$ cat config.mk
export PLATFORM = sky130hd
export DESIGN_NAME = fetch_stage
export DESIGN_NICKNAME = d
export VERILOG_FILES = /design/src/rtl/rv32i_pkg.sv /design/src/rtl/fetch_stage.sv
export SDC_FILE = /design/constraint.sdc
export NUM_CORES = 1
export LEC_CHECK = 0
export BUFFER_PORTS_ARGS = -buffer_cell sky130_fd_sc_hd__buf_2
export CAP_MARGIN = 20
export CORE_MARGIN = 2
export CORE_UTILIZATION = 50
export DETAILED_ROUTE_END_ITERATION = 7
export PLACE_DENSITY = 0.84
export SYNTH_ARGS = -nofsm -noshare
export SYNTH_HDL_FRONTEND = slang
export SYNTH_SLANG_ARGS = --single-unit
$ cat constraint.sdc
create_clock -name CLK -period 3.9 [get_ports CLK]
set_input_delay 0.585 -clock CLK [delete_from_list [all_inputs] [get_ports CLK]]
set_output_delay 0.585 -clock CLK [all_outputs]
set_load 0.03 [all_outputs]
$ cat src/rtl/rv32i_pkg.sv
// Shared RV32I pipeline definitions used by the fetch, decode and hazard logic.
package rv32i_pkg;

    localparam int unsigned XLEN           = 32;
    localparam int unsigned ROM_ADDR_WIDTH = 10;
    localparam logic [XLEN-1:0] NOP_INSTR  = 32'h0000_0013;

    // Instruction fetch ignores byte offsets, so redirect targets are forced to word alignment.
    function automatic logic [XLEN-1:0] align_word(input logic [XLEN-1:0] addr);
        return {addr[XLEN-1:2], 2'b00};
    endfunction

endpackage

$ cat src/rtl/fetch_stage.sv
// Instruction-fetch stage: PC register, ROM word addressing and the IF/ID pipeline register.
module fetch_stage #(
    parameter int unsigned                     ROM_ADDR_WIDTH = rv32i_pkg::ROM_ADDR_WIDTH,
    parameter logic [rv32i_pkg::XLEN-1:0]      RESET_PC       = 32'h0000_0000,
    parameter logic [rv32i_pkg::XLEN-1:0]      NOP_INSTR      = rv32i_pkg::NOP_INSTR
) (
    input  logic                      CLK,
    input  logic                      RESET,
    input  logic                      STALL,
    input  logic                      BRANCH_TAKEN,
    input  logic [31:0]               BRANCH_TARGET,
    output logic [ROM_ADDR_WIDTH-1:0] ROM_ADDRESS,
    input  logic [31:0]               ROM_DATA,
    output logic [31:0]               INSTRUCTION,
    output logic [31:0]               PC_OUT,
    output logic                      VALID,
    output logic [31:0]               FETCH_COUNT
);

    logic [31:0] pc_q, pc_d;
    logic [31:0] instr_q, instr_d;
    logic [31:0] pc_out_q, pc_out_d;
    logic        valid_q, valid_d;
    logic [31:0] count_q, count_d;

    // Out-of-range PCs alias onto the ROM by dropping the upper bits.
    assign ROM_ADDRESS = pc_q[ROM_ADDR_WIDTH+1:2];

    always_comb begin
        pc_d     = pc_q;
        instr_d  = instr_q;
        pc_out_d = pc_out_q;
        valid_d  = valid_q;
        count_d  = count_q;
        if (BRANCH_TAKEN) begin
            // Redirect wins over stall: whatever is held in IF/ID is on the wrong path.
            pc_d     = rv32i_pkg::align_word(BRANCH_TARGET);
            instr_d  = NOP_INSTR;
            pc_out_d = '0;
            valid_d  = 1'b0;
        end else if (!STALL) begin
            instr_d  = ROM_DATA;
            pc_out_d = pc_q;
            valid_d  = 1'b1;
            pc_d     = pc_q + 32'd4;
            count_d  = count_q + 32'd1;
        end
    end

    always_ff @(posedge CLK) begin
        if (RESET) begin
            pc_q     <= RESET_PC;
            instr_q  <= NOP_INSTR;
            pc_out_q <= '0;
            valid_q  <= 1'b0;
            count_q  <= '0;
        end else begin
            pc_q     <= pc_d;
            instr_q  <= instr_d;
            pc_out_q <= pc_out_d;
            valid_q  <= valid_d;
            count_q  <= count_d;
        end
    end

    assign INSTRUCTION = instr_q;
    assign PC_OUT      = pc_out_q;
    assign VALID       = valid_q;
    assign FETCH_COUNT = count_q;

endmodule

# Yosys cells after proc, flatten, opt, wreduce, memory -nomap -nowiden
# Cells that the tools add are included.
# Widths: inputs -> output; s select.
dict set report op_classes {
  add_sub_neg 2
  muxes 2
  eq_ne 1
  n_reduce_logical 2
  bitwise 2
}
# cell n
set ops {}
lappend ops {{$mux 32} 2}
lappend ops {{$add 32x1->32 const B} 1}
lappend ops {{$add 32x3->32 const B} 1}
lappend ops {{$ne 2x1->1 const B} 1}
lappend ops {{$not 1->1} 2}
lappend ops {{$reduce_and 2->1} 1}
lappend ops {{$reduce_or 2->1} 1}
dict set report totals {
  register_bits 129
  out_inout_bits 107
}

# Logic depth before layout (Yosys ltp)
# Gate-level depths: netlist of run 1.
dict set report logic_depth {
  depth_word 3
  mapped_depth 7
  ltp_nobuf 5
}

# Least setup slack after synthesis of run 1
# No wires, ideal clock.
dict set report synth_timing {
  kind {register to register}
  startpoint {reg count_q[5] (netlist: FETCH_COUNT[5])}
  endpoint {reg count_q[26] (netlist: FETCH_COUNT[26])}
  required_ns 3.829
  synth_period_minus_slack_ns 2.195
  setup_slack_ns 1.705
  path_buffers 2
  setup_ns 0.071
  t_arrival_ns 2.124
  stages_incl_launch_ff 7
  cell_sequence {dfxtp_1 nand4_1 or4_1 buf_2 buf_6 or4_1 a21oi_1}
}
dict set report synth_via {
  elab_chain_cells 1
}
# element line_no
set synth_rtl {}
lappend synth_rtl {{start: declaration} fetch_stage.sv:24} ;# logic [31:0] count_q, count_d;
lappend synth_rtl {{start signal: assignment} fetch_stage.sv:62} ;# count_q <= count_d;
lappend synth_rtl {{$add 32x1->32} fetch_stage.sv:46} ;# count_d = count_q + 32'd1;
# Every way passes these cells.
# A chain may end at the register's enable or synchronous reset.

# Worst setup path in the final report of run 1
dict set report layout_timing {
  startpoint {reg count_q[5] (netlist: FETCH_COUNT[5])}
  endpoint {reg count_q[27] (netlist: FETCH_COUNT[27])}
}
# The elaborated chain is that of the path after synthesis.

==> key figures, run 1 <==
Floorplan
  • Core Rows: 38
  • Core box area: 10900 µm²
  • IO Pins: about 180
  • Initial Utilization: around half
  • Chip Width: between 100 and 150 µm
  • Die ar.: approximately 12000 µm²
  • Die Height: between 100 and 150 µm

Timing
  • Max Slew Vio Count: 0
  • Minimum clock period: around 2500 ps
  • Worst-Margin Slew: between 700 and 800 ps
  • Worst clock skew: roughly 9.8 ps
  • Setup tns final: 0 ps
  • Slew headroom: approximately half
  • RSZ-0062 raised after global routing: false
  • Final period util: between 60% and 70%
  • Final Hold Viols: 0
  • FMAX: 0.404 GHz
  • Final setup viols: 0

Setup path
  • CP Buf/Inv Count: 0
  • Worst-path cell chain: nand4_1, or4_1, or4_1, a21oi_1
  • Critical Path RT: approximately 4400 ps
  • Setup crit end kind: flip-flop
  • Crit-path slowest cell: or4_1
  • Reg2Reg Launch Point: FETCH_COUNT[5]
  • Critical path arrival: roughly 3000 ps
  • Delay-heaviest family, CP: simple AND/OR/NAND/NOR gates
  • CP Launch Type: flip-flop
  • CP max stage delay: just under 900 ps
  • Critical path launch point: FETCH_COUNT[5]
  • Most used cell, CP: or4_1
  • CP Max Fanout: 26
  • Crit Path Category: flip-flop to flip-flop

Power
  • Pleak: slightly above 3 nW
  • Peak supply drop: ~0.35 mV
  • Cell Pwr Density: 449 nW/µm²

Yosys
  • Synth async-reset ratio: 0%
  • Distinct cells, synth: 48
  • Avg Cell Area, Syn: about 9 µm²
  • Synthesized area: approximately 5600 µm²
  • Cell taking the most area after synthesis: dfxtp_1
  • Cell count after synthesis: 625
  • Ys Warns: 0
  • Post-synth top area share: about 45%
  • Sequential share of the synthesized area: around 45%
  • Largest cells by area after synthesis: dfxtp_1 45%, mux2i_1 11%, nor2_1 6.9%
  • Yosys reg bits: about 130
  • Post-synth EDFFs: 0
  • Post-synth top flop: dfxtp_1

Flow run
  • Max Cap Viol: 0

Final layout
  • Area grow syn2layout: 24.4%
  • Share of layout cells above drive strength 1: 27.1%
  • Fin cells: 916
  • Inserted Diodes: 0
  • Final net count: roughly 830

Global routing
  • Vias in the first global route: approximately 5000
  • Initial antenna violation count: 0
  • Congestion Overflow GR: 0
  • Largest net degree at the start of global routing: 65
  • Total Routing Usage GR: about 26%
  • First-pass GRT wire length: approximately 24000 µm

CTS
  • Clock Path Buffers: 2
  • CTS tree: yes
  • Post-CTS setup buffer count: 0
  • PostCTS Resize Cnt: 0
  • Clock Pin Slew Worst Setup and Hold Paths: 60 ps
  • CTS root buf: clkbuf_8
  • H-tree depth: 4
  • Later-pin clock latency in the skew report: roughly 520 ps
  • Hold-fix buffers, CTS: 0
  • CTS buffer count: 17
  • CTS sink count: approximately 130

Drt
  • Wire length on met2: between 7000 and 8000 µm
  • WL met1: 6350 µm
  • Vias: 5341
  • Antenna-violating nets left: 0
  • WL final: roughly 16000 µm
  • Via density: ~6
  • Met3 routed WL: 1510 µm
  • Drt wl/cell: approximately 17 µm
  • DR pass1 iterations: 4
  • Iter 0 DRT Violations: around 340
  • Top Metal Used: met4
  • DRC viols: 0

Worst hold path
  • Hold wc startpoint: ROM_DATA[4]
  • HP Class: primary input to flip-flop

Place
  • Port Buf Inserts: 170
  • Gp weighted congestion: ~0.92
  • Dpl hpwl: about 11000 µm
  • Placed cells: ~900

Outcome
  • Run status: complete, no violations
==> registers in the layout, summed over array words and instances, names as in the netlist <==
signal / cells
FETCH_COUNT: 32
INSTRUCTION: 32
PC_OUT: 30
pc_q: 30
VALID: 1
==> worst register-to-register path: stages, from the launching register on <==
cell     delay (ps)
dfxtp_1         470
nand4_1         250
or4_1           890
or4_1           640
a21oi_1         160
==> synth_stat cells, types with 2 or more instances <==
master and instances:
inv_1 8, and4_1 13, buf_4 12, clkbuf_1 38
buf_2 3, mux2i_1 63, xnor2_1 16, dfxtp_1 125
o31ai_1 20, nor3_1 6, nand3_1 21, a2111oi_0 3
nand4_1 19, o211ai_1 2, nor2_1 103, nand2b_1 5
a21oi_1 23, nor4_1 7, nor2b_1 3, or4_1 22
a311oi_1 10, nor4bb_1 2, o21ai_0 8, or3_1 7
ha_1 2, nand2_1 31, a211oi_1 13, buf_1 3
and4b_1 2, and3_1 7, or3b_1 2, o311ai_1 2
xor2_1 9
==> cell families after synthesis <==
family / count (synthesis) / synth area share (%)
other: 1 / 0.0668
muxes: 63 / 11.2
buffers and inverters: 66 / 5.42
adders and majority gates: 2 / 0.446
AOI/OAI and AO/OA: 86 / 10.4
DFF: 125 / 44.6
and+or+nand+nor: 257 / 23.9
xor gates and xnor gates: 25 / 3.90
==> placed cells by master, fill, tap and decap left out, drive strengths merged, types with 20 or more instances in the layout <==
cell type,instances
o31ai,20
buf,175
or4,22
nand4,20
dfxtp,125
clkbuf,20
mux2i,63
nand2,31
nand3,21
nor2,103
a21oi,23
==> stage by stage <==
stage                     util (%)  hold WS [ps]  instance area [µm²]  total power [mW]  worst slack (ps)
after floorplan                  -           484                 5620              1.57              1710
after global placement        58.9           431                 6410              1.65              1400
after detailed placement      58.9           453                 6410              1.66              1220
after CTS                     64.1           254                 6980              3.15              1490
after global routing          64.1           276                 6980              3.23              1300
final                         64.1           280                 6980              3.13              1430
==> final timing paths <==
path | end | slack, ps | depth (start not counted)
max reg2reg | FETCH_COUNT[27] | 1430 | 4
min | INSTRUCTION[4] | 280 | 3
max | FETCH_COUNT[27] | 1430 | 4
min reg2reg | VALID | 460 | 2
==> layout make-up <==
cell class,count,area (µm²)
Clock buffer,20,455
Sequential cell,125,2500
Timing Repair Buffer,175,891
Multi-Input combinational cell,435,2810
Fill cell,906,3910
Clock inverter,12,113
Inverter,9,33.8
Tap cell,140,175
==> layer usage <==
layer  GRT usage (%)  up-vias
li1                -     2525
met1            31.3     2493
met2            41.2      283
met3            8.95       40
met4            12.0        0
met5               0        -
==> where the power goes <==
part	internal [mW]	total, mW	switching [mW]	leakage, nW
clock	0.899	1.49	0.590	0.278
sequential	1.32	1.37	0.0554	1.02
combinational	0.103	0.269	0.166	1.72
No activity file was read; power rests on OpenSTA's default activity.
==> run 2, diff against run 1 <==
- ABC_AREA: unset -> 1
- CORE_UTILIZATION: 50 -> 47
- PLACE_DENSITY: 0.84 -> 0.82
- clock period: 3.9 -> 2.1 ns (I/O delays scaled with it)
==> run 2 against run 1 <==
Effect of this change:
- clock skew is 2.6 ps lower
- combinational power grew 110%
- synthesized cell count is 49% higher
- critical path depth increased by 6
- maximum frequency is 45% higher
- cell area is 9.5% higher
- clock power rose by 87%
- power increased by 87%
- synthesized area grew 9.6%
- utilization decreased by 4.1 points
- via count increased by 17%
- critical path type unchanged
- largest cell class unchanged
==> key figures, run 2 <==
Setup path
  • CP Buf/Inv Count: 1 (+1)
  • Setup crit end kind: flip-flop
  • Worst-path cell chain: ha_1, inv_1, nor2_1, nand2_2, nor2_4, nand2_1, nand2_1, nand2_1, a21oi_1, nor2_1
  • Most used cell, CP: nand2_1
  • CP Max Fanout: 5 (-81%)
  • Critical Path RT: 2390 ps (-1960 ps)
  • Crit Path Category: flip-flop to flip-flop
  • Critical path arrival: 1990 ps (-930 ps)
  • CP max stage delay: 430 ps (-460 ps)
  • Crit-path slowest cell: dfxtp_1
  • Delay-heaviest family, CP: simple AND/OR/NAND/NOR gates
  • CP Launch Type: flip-flop

Global routing
  • Initial antenna violation count: 3 (+3)
  • Grt met2 use: 38.6% (-2.6 points)
  • Congestion Overflow GR: 0 (unchanged)
  • Largest net degree at the start of global routing: 72 (+11%)
  • GR peak layer: met2
  • Vias in the first global route: 5591 (+12%)
  • GR Util met3: 6.85% (-2.1 points)
  • First-pass GRT wire length: 26700 µm (+10%)
  • Met1 Usage GRT: 29.5% (-1.9 points)
  • Total Routing Usage GR: 23.4% (-2.5 points)

Outcome
  • Run status: complete, no violations

Floorplan
  • Initial Utilization: 48.3% (-3.2 points)
  • Die ar.: 14000 µm² (+16%)
  • Core Rows: 41 (+7.9%)
  • Die Height: 118 µm (+7.7%)
  • Chip Width: 118 µm (+7.7%)
  • IO Pins: 175 (unchanged)
  • Core box area: 12700 µm² (+17%)

Yosys
  • Synthesized area: 6150 µm² (+9.6%)
  • Avg Cell Area, Syn: 6.59 µm² (-27%)
  • Synth async-reset ratio: 0% (unchanged)
  • Cell taking the most area after synthesis: dfxtp_1
  • Sequential share of the synthesized area: 40.7% (-3.9 points)
  • Cell count after synthesis: 934 (+49%)
  • Cell with the most instances after synthesis: nand2_1
  • Largest cells by area after synthesis: dfxtp_1 41%, nand2_1 18%, a21oi_1 7.9%
  • Post-synth top area share: 40.7% (-3.9 points)
  • Post-synth top flop: dfxtp_1
  • Distinct cells, synth: 35 (-27%)
  • Ys Warns: 0 (unchanged)
  • Post-synth EDFFs: 0 (unchanged)
  • Most frequent cells after synthesis: 302 x nand2_1, 125 x dfxtp_1, 106 x nor2_1
  • Yosys reg bits: 125 (unchanged)

Power
  • Cell Pwr Density: 767 nW/µm² (+71%)
  • Pleak: 3.33 nW (+10%)
  • Peak supply drop: 0.449 mV (+28%)

Place
  • Gp weighted congestion: 0.904 (-1.7%)
  • Port Buf Inserts: 170 (unchanged)
  • Dpl hpwl: 12100 µm (+12%)
  • Placed cells: 1242 (+40%)

Timing
  • RSZ-0062 raised after global routing: false
  • Minimum clock period: 1700 ps (-771 ps)
  • Final period util: 81.1% (+18 points)
  • Worst clock skew: 7.14 ps (-2.65 ps)
  • Worst-Margin Slew: 658 ps (-75.3 ps)
  • Slew headroom: 56.2% (+5.0 points)
  • Final Hold Viols: 0 (unchanged)
  • FMAX: 0.587 GHz (+45%)
  • Max Slew Vio Count: 0 (unchanged)
  • Final setup viols: 0 (unchanged)
  • Setup tns final: 0 ps (unchanged)

CTS
  • Later-pin clock latency in the skew report: 410 ps (-110 ps)
  • Hold-fix buffers, CTS: 0 (unchanged)
  • H-tree depth: 4 (unchanged)
  • Post-CTS setup buffer count: 0 (unchanged)
  • CTS tree: yes
  • PostCTS Resize Cnt: 0 (unchanged)
  • Clock Pin Slew Worst Setup and Hold Paths: 50 ps (about the same)
  • Clock Path Buffers: 2 (unchanged)
  • CTS sink count: 125 (unchanged)
  • CTS root buf: clkbuf_16
  • CTS buffer count: 17 (unchanged)

Final layout
  • Share of layout cells above drive strength 1: 21.8% (-5.3 points)
  • Most frequent cells in the layout: 302 x nand2_1, 170 x buf_2, 125 x dfxtp_1
  • Fin cells: 1274 (+39%)
  • Final net count: 1159 (+39%)
  • Commonest non-fill, non-tap cell in the layout: nand2_1
  • Fillers: 1199 (+32%)
  • Area grow syn2layout: 24.2%

Drt
  • Antenna-violating nets left: 0 (unchanged)
  • Iter 0 DRT Violations: 454 (+33%)
  • WL final: 16500 µm (+6.4%)
  • Via density: 4.92 (-16%)
  • DR pass1 iterations: 5 (+1)
  • DRC viols: 0 (unchanged)
  • Vias: 6268 (+17%)
  • Drt wl/cell: 13.0 µm (-24%)

Worst hold path
  • HP Class: primary input to flip-flop

Flow run
  • Max Cap Viol: 0 (unchanged)
## run 2: cell count changes after synthesis, moves of 13 or more
cell,delta
or4_1,-22
nand4_1,-13
o31ai_1,-20
clkbuf_1,-14
o21ai_0,+45
mux2i_1,-63
nand2_1,+271
and4_1,-13
a21oi_1,+74
inv_1,+86
## run 2: per-layer routing
metal,up-vias,share of wire (%)
met4,4,1.6
met1,2786,45
met2,208,46
met3,29,7.4
li1,3241,-
met5,-,0.16
## run 2: cell families (layout without fill, tap and decap cells)
group,Yosys count,count (layout),synth area share (%)
AO/OA/AOI/OAI,169,169,14.2
buffers and inverters,142,308,9.85
flip-flops,125,125,40.7
adder cells (fa/ha/maj),2,2,0.407
AND/OR/NAND/NOR,479,479,32.5
XOR/XNOR,16,16,2.28
other,1,3,0.0610
## run 2: final cells by class
cell class / count / area, µm² / share of cell area [%]
clock inverter: 9 / 87.6 / 1.15
antenna: 1 / 2.50 / 0.0327
tap: 172 / 215 / 2.82
multi-input combinational: 668 / 3050 / 39.9
timing repair buffer: 180 / 926 / 12.1
inverter: 97 / 377 / 4.93
clock buffer: 22 / 484 / 6.34
sequential: 125 / 2500 / 32.7
## run 2: power by group
| group | internal (mW) | switching, mW | leakage (nW) |
|---|---|---|---|
| logic | 0.178 | 0.377 | 2.04 |
| registers | 2.45 | 0.0678 | 1.02 |
| clock network | 1.74 | 1.04 | 0.270 |
| total | 4.37 | 1.49 | 3.33 |
## run 2: worst min-delay path, delay by kind of cell
family | cells | cell delay [ps]
AND/OR/NAND/NOR | 2 | 90
buffers and inverters | 1 | 70
## run 2: worst paths after layout
path                                      start               to  slack [ps]  cells after the start
worst min-delay path                ROM_DATA[1]   INSTRUCTION[1]         110                      3
worst min register to register  INSTRUCTION[11]  INSTRUCTION[11]         460                      2
worst max-delay path                    pc_q[3]         pc_q[22]         400                     10
worst max register to register          pc_q[3]         pc_q[22]         400                     10
## run 2: stage by stage
stage	utilization (%)	worst slack [ps]	instance area (µm²)	hold slack, ps	power (mW)
after floorplan	-	482	6150	428	2.94
after global placement	55.5	451	7070	450	3.11
after detailed placement	55.5	409	7070	454	3.12
after CTS	60.0	400	7640	94.0	5.90
after global routing	60.0	247	7640	112	6.08
final	60.1	396	7640	108	5.86
==> run 3, diff against run 2 <==
- CORE_UTILIZATION: 47 -> 50
- PLACE_DENSITY: 0.82 -> 0.83
- clock period: 2.1 -> 1.6 ns (I/O delays scaled with it)
==> run 3 against run 2 <==
Effect of this change:
- sequential power increased by 31%
- highest routed layer unchanged
- clock power increased by 30%
- combinational power increased by 42%
==> key figures, run 3 (synthesized netlist as in run 2, its figures left out) <==
Final layout
  • Storage element area: 2510 µm² (+0.30%)
  • Fillers: 1076 (-10%)
  • Final net count: 1188 (+2.5%)
  • Fin cells: 1277 (+0.24%)
  • Final Util: 65.7% (+5.6 points)
  • Area of the multi-input gates: 3090 µm² (+1.5%)
  • Area grow syn2layout: 28.3%
  • Post-layout instance area: 7890 µm² (+3.3%)
  • Share of layout cells above drive strength 1: 24.9% (+3.1 points)
  • Commonest non-fill, non-tap cell in the layout: nand2_1
  • Most frequent cells in the layout: 300 x nand2_1, 170 x buf_2, 121 x dfxtp_1

Drt
  • WL final: 17200 µm (+3.9%)
  • Via density: 5.09 (+3.4%)
  • DR pass1 iterations: 5 (unchanged)
  • Vias: 6494 (+3.6%)
  • Drt wl/cell: 13.4 µm (+3.6%)
  • DRC viols: 0 (unchanged)
  • Antenna-violating nets left: 0 (unchanged)
  • Iter 0 DRT Violations: 545 (+20%)

Timing
  • Minimum clock period: 1540 ps (-160 ps)
  • Worst clock skew: 9.83 ps (+2.69 ps)
  • Final period util: 96.5% (+15 points)
  • Final setup viols: 0 (unchanged)
  • Final Hold Viols: 0 (unchanged)
  • FMAX: 0.648 GHz (+10%)
  • Max Slew Vio Count: 0 (unchanged)

Global routing
  • Largest net degree at the start of global routing: 71 (-1.4%)
  • Total Routing Usage GR: 25.7% (+2.3 points)
  • GR Util met3: 7.54% (+0.68 points)
  • Initial antenna violation count: 2 (-1)
  • First-pass GRT wire length: 27000 µm (+1.3%)
  • Met1 Usage GRT: 31.3% (+1.8 points)
  • Vias in the first global route: 5772 (+3.2%)
  • Grt met2 use: 43.6% (+5.0 points)
  • Congestion Overflow GR: 0 (unchanged)
  • GR peak layer: met2

Floorplan
  • Die Height: 115 µm (-2.9%)
  • Chip Width: 115 µm (-2.9%)
  • Initial Utilization: 51.2% (+2.9 points)
  • IO Pins: 175 (unchanged)
  • Die ar.: 13200 µm² (-5.8%)
  • Core Rows: 40 (-2.4%)
  • Core box area: 12000 µm² (-5.6%)

Power
  • Peak supply drop: 0.580 mV (+29%)
  • Cell Pwr Density: 977 nW/µm² (+27%)
  • Pleak: 3.48 nW (+4.6%)
  • Total Power: 7.71 mW (+31%)

Setup path
  • Crit Path Category: flip-flop to flip-flop
  • Setup crit end kind: flip-flop
  • Critical Path RT: 1910 ps (-480 ps)
  • CP Max Fanout: 4 (-1)
  • CP Launch Type: flip-flop
  • Critical path arrival: 1850 ps (-140 ps)

Place
  • Dpl hpwl: 12300 µm (+2.3%)
  • Placed cells: 1245 (+0.24%)
  • Gp weighted congestion: 0.926 (+2.5%)
  • Port Buf Inserts: 170 (unchanged)
  • Placed cell area: 7270 µm² (+2.9%)

Flow run
  • Max Cap Viol: 0 (unchanged)

CTS
  • CTS tree: yes
  • CTS root buf: clkbuf_16
  • CTS sink count: 125 (unchanged)
  • CTS buffer count: 17 (unchanged)
  • Clock Pin Slew Worst Setup and Hold Paths: 50 ps (about the same)
  • Later-pin clock latency in the skew report: 430 ps (+20 ps)
  • H-tree depth: 4 (unchanged)
  • Hold-fix buffers, CTS: 0 (unchanged)
  • Clock Path Buffers: 2 (unchanged)

Worst hold path
  • HP Class: primary input to flip-flop

Outcome
  • Run status: complete, no violations
[run 3: metal layers]
| metal | up-vias | wire length, µm |
|---|---|---|
| li1 | 3300 | - |
| met1 | 2904 | 7320 |
| met2 | 254 | 8220 |
| met3 | 34 | 1320 |
| met4 | 2 | 291 |
| met5 | - | 7 |
[run 3: per-stage QoR]
step / hold WS, ps / setup TNS (ps) / worst slack, ps
3_3_place_gp: 449 / 0 / 124
6_report: 27.3 / 0 / 56.5
5_1_grt: 8.35 / -187 / -67.6
2_1_floorplan: 353 / 0 / 46.6
3_5_place_dp: 451 / 0 / 67.1
4_1_cts: 11.4 / 0 / 50.0
[run 3: path summary, 6_finish.rpt]
check / start / endpoint / slack, ps / depth (start not counted)
max: FETCH_COUNT[7] / FETCH_COUNT[22] / 60 / 7
min: ROM_DATA[4] / INSTRUCTION[4] / 30 / 3
max reg2reg: FETCH_COUNT[7] / FETCH_COUNT[22] / 60 / 7
min reg2reg: INSTRUCTION[21] / INSTRUCTION[21] / 460 / 2
[run 3: power by group]
| group | switching, mW | total (mW) | leakage [nW] | internal (mW) |
|---|---|---|---|---|
| combinational | 0.519 | 0.788 | 2.20 | 0.269 |
| sequential | 0.0756 | 3.29 | 1.02 | 3.22 |
| clock | 1.39 | 3.62 | 0.262 | 2.23 |
[run 3: worst max-delay path, cell delays in order, from the launching register on]
cell	delay, ps
dfxtp_1	380
nand2_1	160
nor2_2	240
nand2_1	140
nor2_4	160
nand3_1	110
o21ai_0	180
a21oi_1	60
[run 3: layout make-up]
type	count	area share [%]
diodes	1	0.0317
clock buffers	20	5.91
clock inverters	10	1.16
inverters	97	4.77
multi-input cells	668	39.2
flip-flops and latches	125	31.8
well taps	147	2.33
repair buffers	209	14.8
[run 3: what timing repair did]
| action | 4_1_cts | 5_1_grt |
|---|---|---|
| setup buffers | 0 | 1 |
| endpoints found under the setup margin | 0 | 18 |
| gates resized for setup | 0 | 16 |
